**src/rtl/instr_register_pkg.sv**
```systemverilog
// Shared types and constants for the instruction register and its load/read arbiter.
package instr_register_pkg;

  localparam int INSTR_DEPTH = 32'sd32;

  typedef enum logic [3:0] {
    ZERO  = 4'd0,
    PASSA = 4'd1,
    PASSB = 4'd2,
    ADD   = 4'd3,
    SUB   = 4'd4,
    MULT  = 4'd5,
    DIV   = 4'd6,
    MOD   = 4'd7
  } opcode_t;

  typedef logic signed [31:0] operand_t;
  typedef logic [4:0]         address_t;

  typedef struct packed {
    opcode_t  opc;
    operand_t op_a;
    operand_t op_b;
  } instruction_t;

  typedef enum logic [1:0] {
    IDLE = 2'd0,
    ADDR = 2'd1,
    RESP = 2'd2
  } rd_state_t;

  localparam instruction_t INSTR_NOP = '{opc: ZERO, op_a: 32'sd0, op_b: 32'sd0};

  // Pointer advance; wraps naturally at the address_t width.
  function automatic address_t ptr_inc(input address_t p);
    return p + 5'd1;
  endfunction

endpackage

```
**src/rtl/instr_rr_arbiter.sv**
```systemverilog
// One-hot grant arbiter for the instruction register load port.
// Round-robin by default; define INSTR_ARB_FIXED_PRIORITY_EN for fixed priority (lowest index wins).
module instr_rr_arbiter #(
  parameter int NUM_REQ = 2
) (
  input  logic               clk,
  input  logic               reset_n,
  input  logic [NUM_REQ-1:0] req,
  input  logic               enable,
  output logic [NUM_REQ-1:0] grant
);

  localparam int IDX_W = (NUM_REQ > 1) ? $clog2(NUM_REQ) : 1;

  logic [NUM_REQ-1:0] w_grant;
  logic               w_found;

  assign grant = w_grant;

`ifdef INSTR_ARB_FIXED_PRIORITY_EN

  logic w_unused_clk_rst;
  assign w_unused_clk_rst = clk ^ reset_n;

  // Fixed priority: first asserted request from index 0 upward.
  always_comb begin
    w_grant = {NUM_REQ{1'b0}};
    w_found = 1'b0;
    for (int i = 0; i < NUM_REQ; i++) begin
      if (enable && !w_found && req[i]) begin
        w_grant[i] = 1'b1;
        w_found    = 1'b1;
      end else begin
        w_found = w_found;
      end
    end
  end

`else

  logic [IDX_W-1:0] r_last_grant;
  logic [IDX_W-1:0] w_idx;
  logic [IDX_W-1:0] w_grant_idx;

  // Round-robin search starting one past the previous winner.
  always_comb begin
    w_grant     = {NUM_REQ{1'b0}};
    w_found     = 1'b0;
    w_idx       = {IDX_W{1'b0}};
    w_grant_idx = r_last_grant;
    for (int k = 0; k < NUM_REQ; k++) begin
      w_idx = IDX_W'((int'(r_last_grant) + k + 32'sd1) % NUM_REQ);
      if (enable && !w_found && req[w_idx]) begin
        w_grant[w_idx] = 1'b1;
        w_found        = 1'b1;
        w_grant_idx    = w_idx;
      end else begin
        w_found = w_found;
      end
    end
  end

  // Reset to the highest index so requester 0 wins the first contest.
  always_ff @(posedge clk or negedge reset_n) begin
    if (!reset_n) begin
      r_last_grant <= IDX_W'(NUM_REQ - 32'sd1);
    end else if (w_found) begin
      r_last_grant <= w_grant_idx;
    end else begin
      r_last_grant <= r_last_grant;
    end
  end

`endif

endmodule

```
**src/rtl/instr_register_arbiter.sv**
```systemverilog
// Shares the instruction register load port among NUM_REQ writers and sequences reads as a
// circular queue. Grant policy selectable via INSTR_ARB_FIXED_PRIORITY_EN (see instr_rr_arbiter).
module instr_register_arbiter
  import instr_register_pkg::*;
#(
  parameter int NUM_REQ = 2,
  parameter int DEPTH   = INSTR_DEPTH
) (
  input  logic                   clk,
  input  logic                   reset_n,
  input  logic [NUM_REQ-1:0]     req_valid,
  output logic [NUM_REQ-1:0]     req_ready,
  input  opcode_t                req_opcode    [NUM_REQ],
  input  operand_t               req_operand_a [NUM_REQ],
  input  operand_t               req_operand_b [NUM_REQ],
  output logic                   load_en,
  output opcode_t                opcode,
  output operand_t               operand_a,
  output operand_t               operand_b,
  output address_t               write_pointer,
  output address_t               read_pointer,
  input  instruction_t           instruction_word,
  input  logic                   rd_req,
  output logic                   rd_busy,
  output logic                   rd_valid,
  output instruction_t           rd_data,
  output logic [$clog2(DEPTH):0] count,
  output logic                   full,
  output logic                   empty
);

  localparam int CNT_W = $clog2(DEPTH) + 1;
  localparam logic [CNT_W-1:0] CNT_ONE = {{(CNT_W-1){1'b0}}, 1'b1};

  logic [NUM_REQ-1:0] w_grant;
  logic               w_enable;
  logic               w_hs;
  logic               w_rd_accept;
  logic               w_full;
  logic               w_empty;
  opcode_t            w_sel_opc;
  operand_t           w_sel_a;
  operand_t           w_sel_b;
  rd_state_t          w_state_nxt;

  logic               r_load_en;
  opcode_t            r_opcode;
  operand_t           r_operand_a;
  operand_t           r_operand_b;
  address_t           r_write_pointer;
  address_t           r_wr_ptr;
  address_t           r_read_pointer;
  address_t           r_rd_ptr;
  logic [CNT_W-1:0]   r_count;
  rd_state_t          r_state;
  logic               r_rd_valid;
  instruction_t       r_rd_data;

  // Flags use the pre-edge count, so a read while full frees a slot only from the next cycle.
  assign w_full      = (r_count == CNT_W'(DEPTH));
  assign w_empty     = (r_count == {CNT_W{1'b0}});
  assign w_enable    = reset_n & ~w_full;
  assign w_hs        = |w_grant;
  assign w_rd_accept = (r_state == IDLE) && rd_req && !w_empty;

  instr_rr_arbiter #(
    .NUM_REQ (NUM_REQ)
  ) u_arb (
    .clk     (clk),
    .reset_n (reset_n),
    .req     (req_valid),
    .enable  (w_enable),
    .grant   (w_grant)
  );

  // Select the granted requester's fields (grant is one-hot or zero).
  always_comb begin
    w_sel_opc = ZERO;
    w_sel_a   = 32'sd0;
    w_sel_b   = 32'sd0;
    for (int i = 0; i < NUM_REQ; i++) begin
      if (w_grant[i]) begin
        w_sel_opc = req_opcode[i];
        w_sel_a   = req_operand_a[i];
        w_sel_b   = req_operand_b[i];
      end else begin
        w_sel_opc = w_sel_opc;
      end
    end
  end

  // Write issue: data outputs hold between writes, load_en pulses per handshake.
  always_ff @(posedge clk or negedge reset_n) begin
    if (!reset_n) begin
      r_load_en       <= 1'b0;
      r_opcode        <= ZERO;
      r_operand_a     <= 32'sd0;
      r_operand_b     <= 32'sd0;
      r_write_pointer <= 5'd0;
      r_wr_ptr        <= 5'd0;
    end else if (w_hs) begin
      r_load_en       <= 1'b1;
      r_opcode        <= w_sel_opc;
      r_operand_a     <= w_sel_a;
      r_operand_b     <= w_sel_b;
      r_write_pointer <= r_wr_ptr;
      r_wr_ptr        <= ptr_inc(r_wr_ptr);
    end else begin
      r_load_en       <= 1'b0;
    end
  end

  // Occupancy: simultaneous write and read leave it unchanged.
  always_ff @(posedge clk or negedge reset_n) begin
    if (!reset_n) begin
      r_count <= {CNT_W{1'b0}};
    end else begin
      case ({w_hs, w_rd_accept})
        2'b10:   r_count <= r_count + CNT_ONE;
        2'b01:   r_count <= r_count - CNT_ONE;
        default: r_count <= r_count;
      endcase
    end
  end

  // Read FSM state register.
  always_ff @(posedge clk or negedge reset_n) begin
    if (!reset_n) begin
      r_state <= IDLE;
    end else begin
      r_state <= w_state_nxt;
    end
  end

  // Read FSM next state; rd_req outside IDLE is ignored.
  always_comb begin
    w_state_nxt = r_state;
    case (r_state)
      IDLE: begin
        if (w_rd_accept) begin
          w_state_nxt = ADDR;
        end else begin
          w_state_nxt = IDLE;
        end
      end
      ADDR:    w_state_nxt = RESP;
      RESP:    w_state_nxt = IDLE;
      default: w_state_nxt = IDLE;
    endcase
  end

  // Read datapath: address presented in ADDR, captured data valid during RESP.
  always_ff @(posedge clk or negedge reset_n) begin
    if (!reset_n) begin
      r_read_pointer <= 5'd0;
      r_rd_ptr       <= 5'd0;
      r_rd_valid     <= 1'b0;
      r_rd_data      <= INSTR_NOP;
    end else begin
      if (w_rd_accept) begin
        r_read_pointer <= r_rd_ptr;
        r_rd_ptr       <= ptr_inc(r_rd_ptr);
      end else begin
        r_read_pointer <= r_read_pointer;
      end
      if (r_state == ADDR) begin
        r_rd_data <= instruction_word;
      end else begin
        r_rd_data <= r_rd_data;
      end
      r_rd_valid <= (r_state == ADDR);
    end
  end

  assign req_ready     = w_grant;
  assign load_en       = r_load_en;
  assign opcode        = r_opcode;
  assign operand_a     = r_operand_a;
  assign operand_b     = r_operand_b;
  assign write_pointer = r_write_pointer;
  assign read_pointer  = r_read_pointer;
  assign rd_busy       = (r_state != IDLE);
  assign rd_valid      = r_rd_valid;
  assign rd_data       = r_rd_data;
  assign count         = r_count;
  assign full          = w_full;
  assign empty         = w_empty;

endmodule

```
**config.mk**
```make
export PLATFORM = sky130hd
export DESIGN_NAME = instr_register_arbiter
export DESIGN_NICKNAME = d
export VERILOG_FILES = /design/src/rtl/instr_register_pkg.sv /design/src/rtl/instr_rr_arbiter.sv /design/src/rtl/instr_register_arbiter.sv
export SDC_FILE = /design/constraint.sdc
export NUM_CORES = 1
export LEC_CHECK = 0
export ABC_AREA = 0
export CAP_MARGIN = 25
export CORE_AREA = 2 2 142 144
export CTS_BUF_LIST = sky130_fd_sc_hd__clkbuf_4 sky130_fd_sc_hd__clkbuf_8
export DETAILED_ROUTE_END_ITERATION = 8
export DIE_AREA = 0 0 144 146
export MAX_ROUTING_LAYER = met4
export PLACE_DENSITY = 0.77
export SYNTH_ARGS = -nofsm -noshare
export SYNTH_HDL_FRONTEND = slang
export SYNTH_HIERARCHICAL = 1
export SYNTH_SLANG_ARGS = --single-unit
```
**constraint.sdc**
```tcl
create_clock -name clk -period 6.9 [get_ports clk]
set_input_delay 1.035 -clock clk [delete_from_list [all_inputs] [get_ports clk]]
set_output_delay 1.035 -clock clk [all_outputs]
set_load 0.02 [all_outputs]
```
==> results by group, run 1 <==
Synth
  • Post-synth top area cell: dfrtp_1
  • Post-Synth Adder-Cell Area: between 1.5 and 2%
  • Avg Synthesized Cell Area: ~13 um^2
  • Syn Nets: between 700 and 800
  • Post-synthesis cell type count: 37
  • Async SR Flop Fraction: 100%
  • Area share of the largest cell type after synthesis: between 50 and 60%
  • Seq/Total Area, Yosys: around three fifths
  • Mux share of post-synthesis cell area: a little under a quarter
  • Syn Inst Count: 557
  • Post-synth EDFFs: 0
  • Post-Synth Simple-Gate Area: 5.70%
  • Largest cells by area after synthesis: dfrtp_1, mux2_2, mux2i_1
  • FF+latch count, synth: ~170
  • Area fraction in compound gates after synthesis: between 7 and 8%
  • Synth Cell Area: 0.00703 mm^2
  • Top_reg_cell synth: dfrtp_1
  • Largest family of logic cells by synthesized area: multiplexers
  • Post-Synth XOR/XNOR Area: between 1 and 1.5%
  • Synth warn: 6

Global routing
  • Largest net degree at the start of global routing: approximately 120
  • Total GRT Usage: 19.6%
  • Initial antenna violation count: 0
  • Number of global-route vias before repair: between 5000 and 6000
  • First-pass GRT wire length: 31000 um
  • GRT Residual Overflow: 0

Drt
  • WL/cell: about 17 um
  • Via/cell ratio: ~4.7
  • Via count: 5635
  • Wl on met1: between 7000 and 8000 um
  • DRC: 0
  • Antenna Nets Post-Route: 0
  • First-pass DRT Iterations: 4
  • Initial DRC count: approximately 160
  • Metal3 WL: 2010 um
  • DR WL met2: 9480 um
  • Routed WL: 20100 um
  • DR top layer: met4

Floorplanning
  • I/O pins: about 370
  • Die area: roughly 0.021 mm^2
  • Cell Rows: just over 50
  • Initial core utilization: approximately 36%
  • Die Span X: approximately 140 um
  • Core Box Area: slightly below 0.02 mm^2
  • DIE HEIGHT: 146 um

Clock tree
  • CTS hold repair buffers: 0
  • Total CTS buffers: 17
  • Max clock buf depth: 2
  • Clock Root Buffer: clkbuf_8
  • TritonCTS clock tree: done
  • Clock latency on the worst-skew pair: roughly 0.46 ns
  • Post-CTS Setup Inserts: 0
  • PostCTS Resize Cnt: 0
  • H-Tree Level Count: 4
  • Sink Count: ~170
  • Clk pin slew, worst setup/hold paths: 0.10 ns

Cells and area
  • Commonest non-fill, non-tap cell in the layout: clkdlybuf4s50_1
  • Register area: about 0.0042 mm^2
  • Most frequent cells in the layout: clkdlybuf4s50_1, dfrtp_1, nand2_1, mux2_2, o21ai_0
  • Share of layout cells above drive strength 1: between 10% and 20%
  • # nets final: approximately 1100
  • Filler cells: 1609
  • Total inserted antenna cells: 0
  • Area delta synth->final: 62.9%
  • Multi-input gate area: approximately 0.0027 mm^2

Power
  • Post-route total power: approximately 4.6 mW
  • Worst VDD drop: 0.269 mV
  • PD cells: ~400 mW/mm^2
  • Leak pwr: 4.61 nW

Worst setup path
  • Crit Path Class: primary input to primary output
  • Crit path launch type: primary input
  • R2R cell count: 12
  • Crit path largest cell delay: around 0.74 ns
  • CP endpoint kind: primary output
  • CP arrival: just over 3 ns
  • CP bufs+invs: 2
  • Critical path required time: just under 6 ns
  • Crit-path max FO: 18
  • Crit-path cells: clkdlybuf4s50_1 -> nand2_1 -> a21oi_4 -> clkdlybuf4s50_1
  • CP max-delay cell: clkdlybuf4s50_1
  • Most frequent CP cell: clkdlybuf4s50_1
  • Critical path depth: 4
  • Top delay family on crit path: buffers and inverters

Timing
  • Max Slew Vio Count: 0
  • Final Cycle Share: approximately three fifths
  • Clock Skew: around 0.018 ns
  • Fin crit period: roughly 4 ns
  • Fmax: 246 MHz
  • Worst-margin pin slew: roughly 0.95 ns
  • Max_slew headroom: between 30% and 40%
  • Hold Vio Cnt, Final: 0
  • Unrepaired setup endpoints after global routing: no
  • Final setup fails: 0
  • Sum Neg Setup Slack: 0 ns

Run status
  • Status: finished clean

Flow run
  • Max_cap viols: 0

Place
  • Dpl hpwl: ~15000 um
  • Port bufs: between 300 and 400
  • Final GP Congestion: 0.829

Worst hold path
  • Hold Path Class: primary input to asynchronous set/reset pin
state kept, by name (all words and copies together) (netlist names):
name / flops
read_pointer: 5
rd_data: 68
opcode: 4
operand_b: 32
u_arb/r_last_grant: 1
write_pointer: 5
load_en: 1
count: 6
rd_valid: 1
operand_a: 32
r_rd_ptr: 5
r_wr_ptr: 5
r_state: 1
layer usage:
layer  track usage [%]  vias up
li1                  -     2665
met4              8.04        0
met3              7.24       37
met2              31.0      258
met5                 -        -
met1              22.5     2675
through the flow:
step           utilization [%]  setup slack (ns)  cell area, um^2  hold slack, ns  std cells
3_3_place_gp              56.7              2.44            11000           0.459       1161
2_1_floorplan                -              2.67             7030           0.440        557
5_1_grt                   59.2              2.45            11500           0.354       1196
4_1_cts                   58.8              2.81            11400           0.359       1193
3_5_place_dp              56.7              2.40            11000           0.472       1161
6_report                  59.2              2.83            11500           0.389       1196
area by class of cell:
type | instances | share of cell area, %
Clock inverter | 14 | 1.40
Inverter | 8 | 0.262
Timing Repair Buffer | 375 | 33.1
Multi-Input combinational cell | 350 | 23.9
Clock buffer | 18 | 2.11
Sequential cell | 166 | 36.3
Tap cell | 265 | 2.90
final timing paths:
path | end | from | slack [ns]
min in group clk | r_rd_ptr[4]$_DFFE_PN0N_ | r_rd_ptr[4]$_DFFE_PN0N_ | 0.48
hold / removal | rd_data[49]$_DFFE_PN0P_ | reset_n | 0.39
setup reg to reg | count[5]$_DFFE_PN0P_ | count[0]$_DFFE_PN0P_ | 2.93
hold reg to reg | r_rd_ptr[4]$_DFFE_PN0N_ | r_rd_ptr[4]$_DFFE_PN0N_ | 0.48
setup / recovery | req_ready[0] | req_valid[0] | 2.83
max in group asynchronous | operand_a[26]$_DFFE_PN0P_ | reset_n | 5.68
synth_stat cells, types with 2 or more instances:
cell      number
buf_1          5
inv_1          8
dfrtp_1      165
mux2i_1       69
xnor2_1        8
xor2_1         3
a21oi_1        4
nand2_1       75
nor2_1         3
clkbuf_1      23
ha_1           7
nand4_1        4
mux2_2        75
o21ai_0       72
nor3b_1        2
nor3_1         2
nor2b_1        5
mux2_4         5
buf_2          4
where the power goes:
| group | switching (mW) | total, mW | internal [mW] |
|---|---|---|---|
| clock network | 0.404 | 0.711 | 0.307 |
| registers | 0.251 | 1.63 | 1.38 |
| logic | 1.05 | 2.22 | 1.18 |
| total | 1.70 | 4.57 | 2.86 |
cell families after synthesis:
group,count (synthesis)
compound gates,88
xor+xnor,11
fa+ha+maj,8
buf+inv,41
flops,166
mux,149
simple gates,94
No activity file was read; power rests on OpenSTA's default activity.
==> run 2, diff against run 1 <==
Settings changed: CORE_AREA 2 2 142 144 to 2 2 141 143, DIE_AREA 0 0 144 146 to 0 0 143 145, PLACE_DENSITY 0.77 to 0.81.
Clock period 6.9 ns to 3.7 ns, I/O delays scaled along.
==> run 2 against run 1 <==
Largest cell class unchanged. Register-to-register slack worse by 2.6 ns. Highest routed layer unchanged. First-iteration DRC count up 8.0%. Non-clock buffer count down 1. Power up 87%. Sequential share of layout area up 0.11 points. Setup slack worse by 2.5 ns. Die area down 1.4%.
==> results by group, run 2 (synthesis results as in run 1) <==
Run status
  • Status: finished clean

Floorplanning
  • Core Box Area: 0.0192 mm^2 (-0.66%)
  • Cell Rows: 51 (unchanged)
  • Die Span X: 143 um (-0.69%)
  • Initial core utilization: 36.6% (+0.24 points)
  • I/O pins: 368 (unchanged)
  • Die area: 0.0207 mm^2 (-1.4%)
  • DIE HEIGHT: 145 um (-0.68%)

Worst setup path
  • Critical path required time: 4.01 ns (-1.85 ns)
  • Critical Path Start: count[0]$_DFFE_PN0P_
  • Crit-path cells: or4_4 -> nor3_4 -> nor2b_1 -> nand2_1 -> a21oi_4 -> nor2_4 -> ha_2 -> ha_1 -> a211oi_1 -> nor2_1 -> a21bo_2 -> a2111oi_0
  • CP arrival: 3.72 ns (+0.68 ns)
  • Crit path launch type: flop
  • Crit-path max FO: 8 (-10)
  • CP max-delay cell: or4_4
  • Top delay family on crit path: simple AND/OR/NAND/NOR gates
  • CP bufs+invs: 0 (-2)
  • CP endpoint kind: flop
  • Crit Path Class: flop to flop
  • Crit path largest cell delay: 0.60 ns (-0.14 ns)
  • Reg-to-reg startpoint: count[0]$_DFFE_PN0P_

Drt
  • Routed WL: 20300 um (+1.1%)
  • First-pass DRT Iterations: 6 (+2)
  • DRC: 0 (unchanged)
  • Initial DRC count: 176 (+8.0%)
  • Via/cell ratio: 4.73 (+0.33%)
  • Via count: 5649 (+0.25%)
  • Antenna Nets Post-Route: 0 (unchanged)
  • WL/cell: 17.0 um (+1.1%)

Clock tree
  • H-Tree Level Count: 4 (unchanged)
  • Sink Count: 166 (unchanged)
  • Clock Root Buffer: clkbuf_8
  • Clock latency on the worst-skew pair: 0.45 ns (about the same)
  • CTS hold repair buffers: 0 (unchanged)
  • Post-CTS Setup Inserts: 0 (unchanged)
  • Max clock buf depth: 2 (unchanged)
  • Total CTS buffers: 17 (unchanged)
  • TritonCTS clock tree: done
  • Clk pin slew, worst setup/hold paths: 0.10 ns (about the same)

Global routing
  • GRT busiest layer: met2
  • GR met3 Demand/Resource: 6.27% (-0.97 points)
  • Initial antenna violation count: 0 (unchanged)
  • First-pass GRT wire length: 31400 um (+1.3%)
  • Largest net degree at the start of global routing: 167 (+40%)
  • Global-route met2 utilization: 33.0% (+2.0 points)
  • Number of global-route vias before repair: 5947 (+2.5%)
  • GRT Residual Overflow: 0 (unchanged)
  • Grt met1 use: 23.0% (+0.50 points)
  • Total GRT Usage: 20.0% (+0.35 points)

Cells and area
  • Total inserted antenna cells: 0 (unchanged)
  • Commonest non-fill, non-tap cell in the layout: clkdlybuf4s50_1
  • Area delta synth->final: 62.4%
  • # nets final: 1134 (-0.088%)
  • Max FFs per register: 68 (unchanged)
  • Most frequent cells in the layout: clkdlybuf4s50_1, dfrtp_1, nand2_1, mux2_2, o21ai_0
  • Share of layout cells above drive strength 1: 14.1% (+0.23 points)

Power
  • Pint: 5.30 mW (+85%)
  • Leak pwr: 4.60 nW (-0.24%)
  • Net Sw Frac: 38.0% (+0.70 points)
  • P_sw: 3.24 mW (+91%)
  • Combinational power share: 48.8% (about the same)
  • Clk network pwr share: 15.5% (about the same)
  • Sequential power share: 35.7% (about the same)
  • PD cells: 749 mW/mm^2 (+88%)
  • Worst VDD drop: 0.471 mV (+75%)

Place
  • Final GP Congestion: 0.821 (-1.1%)
  • Dpl hpwl: 15100 um (+1.2%)
  • Place WS: 0.227 ns (-2.18 ns)
  • Port bufs: 367 (unchanged)

Timing
  • Fmax: 293 MHz
  • Worst-margin pin slew: 1.04 ns (+0.0857 ns)
  • Final setup fails: 0 (unchanged)
  • Max Slew Vio Count: 0 (unchanged)
  • Final Cycle Share: between 90% and 100%
  • Sum Neg Setup Slack: 0 ns (unchanged)
  • Hold Vio Cnt, Final: 0 (unchanged)
  • Clock Skew: 0.0159 ns (-0.00254 ns)
  • Setup slack after layout: 0.291 ns (-2.54 ns)
  • Unrepaired setup endpoints after global routing: no
  • Fin crit period: 3.41 ns
  • Max_slew headroom: 31.0% (-5.7 points)

Flow run
  • Max_cap viols: 0 (unchanged)

Worst hold path
  • Hold Path Class: primary input to asynchronous set/reset pin
## run 2: worst paths after layout
check	end	slack [ns]	cells after the start
min reg2reg	r_rd_ptr[4]$_DFFE_PN0N_	0.47	1
max in group asynchronous	operand_a[28]$_DFFE_PN0P_	2.69	2
max reg2reg	count[5]$_DFFE_PN0P_	0.29	12
max	count[5]$_DFFE_PN0P_	0.29	12
min	operand_b[31]$_DFFE_PN0P_	0.22	2
min in group clk	r_rd_ptr[4]$_DFFE_PN0N_	0.47	1
## run 2: routing by layer
layer	vias up	routed length (um)
met5	-	0
met4	0	346
met3	26	1780
met2	247	10100
met1	2714	8080
li1	2662	-
## run 2: timing repair
action / in CTS / in global routing
setup endpoints to repair: 0 / 1
gates resized for setup: 0 / 1
endpoints found under the hold margin: 0 / 0
## run 2: cell type report
type	instances	area [um^2]
fillers	1546	7790
flip-flops and latches	166	4160
clock inverters	14	153
inverters	8	30.0
well taps	265	332
repair buffers	374	3740
multi-input cells	350	2760
clock buffers	18	248
## run 2: power groups by stage
stage | sequential, mW | clock (mW) | combinational (mW)
after floorplan | 3.87 | 0 | 1.31
after global placement | 3.05 | 0 | 4.14
after detailed placement | 3.09 | 0 | 4.20
after CTS | 3.06 | 1.38 | 4.22
after global routing | 3.15 | 1.43 | 4.43
final | 3.05 | 1.32 | 4.17
## run 2: per-stage QoR
stage	instances	utilization [%]	hold WS [ns]	power, mW	instance area (um^2)
after floorplan	557	-	0.259	5.18	7050
after global routing	1195	59.4	0.300	9.01	11400
after global placement	1163	57.3	0.458	7.20	11000
after CTS	1195	59.4	0.287	8.66	11400
final	1195	59.4	0.223	8.54	11400
after detailed placement	1163	57.3	0.462	7.29	11000
## run 2: worst reg2reg max path: stages, from the launching register on
cell and delay [ns]:
dfrtp_1 0.45, or4_4 0.60, nor3_4 0.15, nor2b_1 0.09
nand2_1 0.15, a21oi_4 0.06, nor2_4 0.21, ha_2 0.32
ha_1 0.27, a211oi_1 0.30, nor2_1 0.12, a21bo_2 0.20
a2111oi_0 0.36
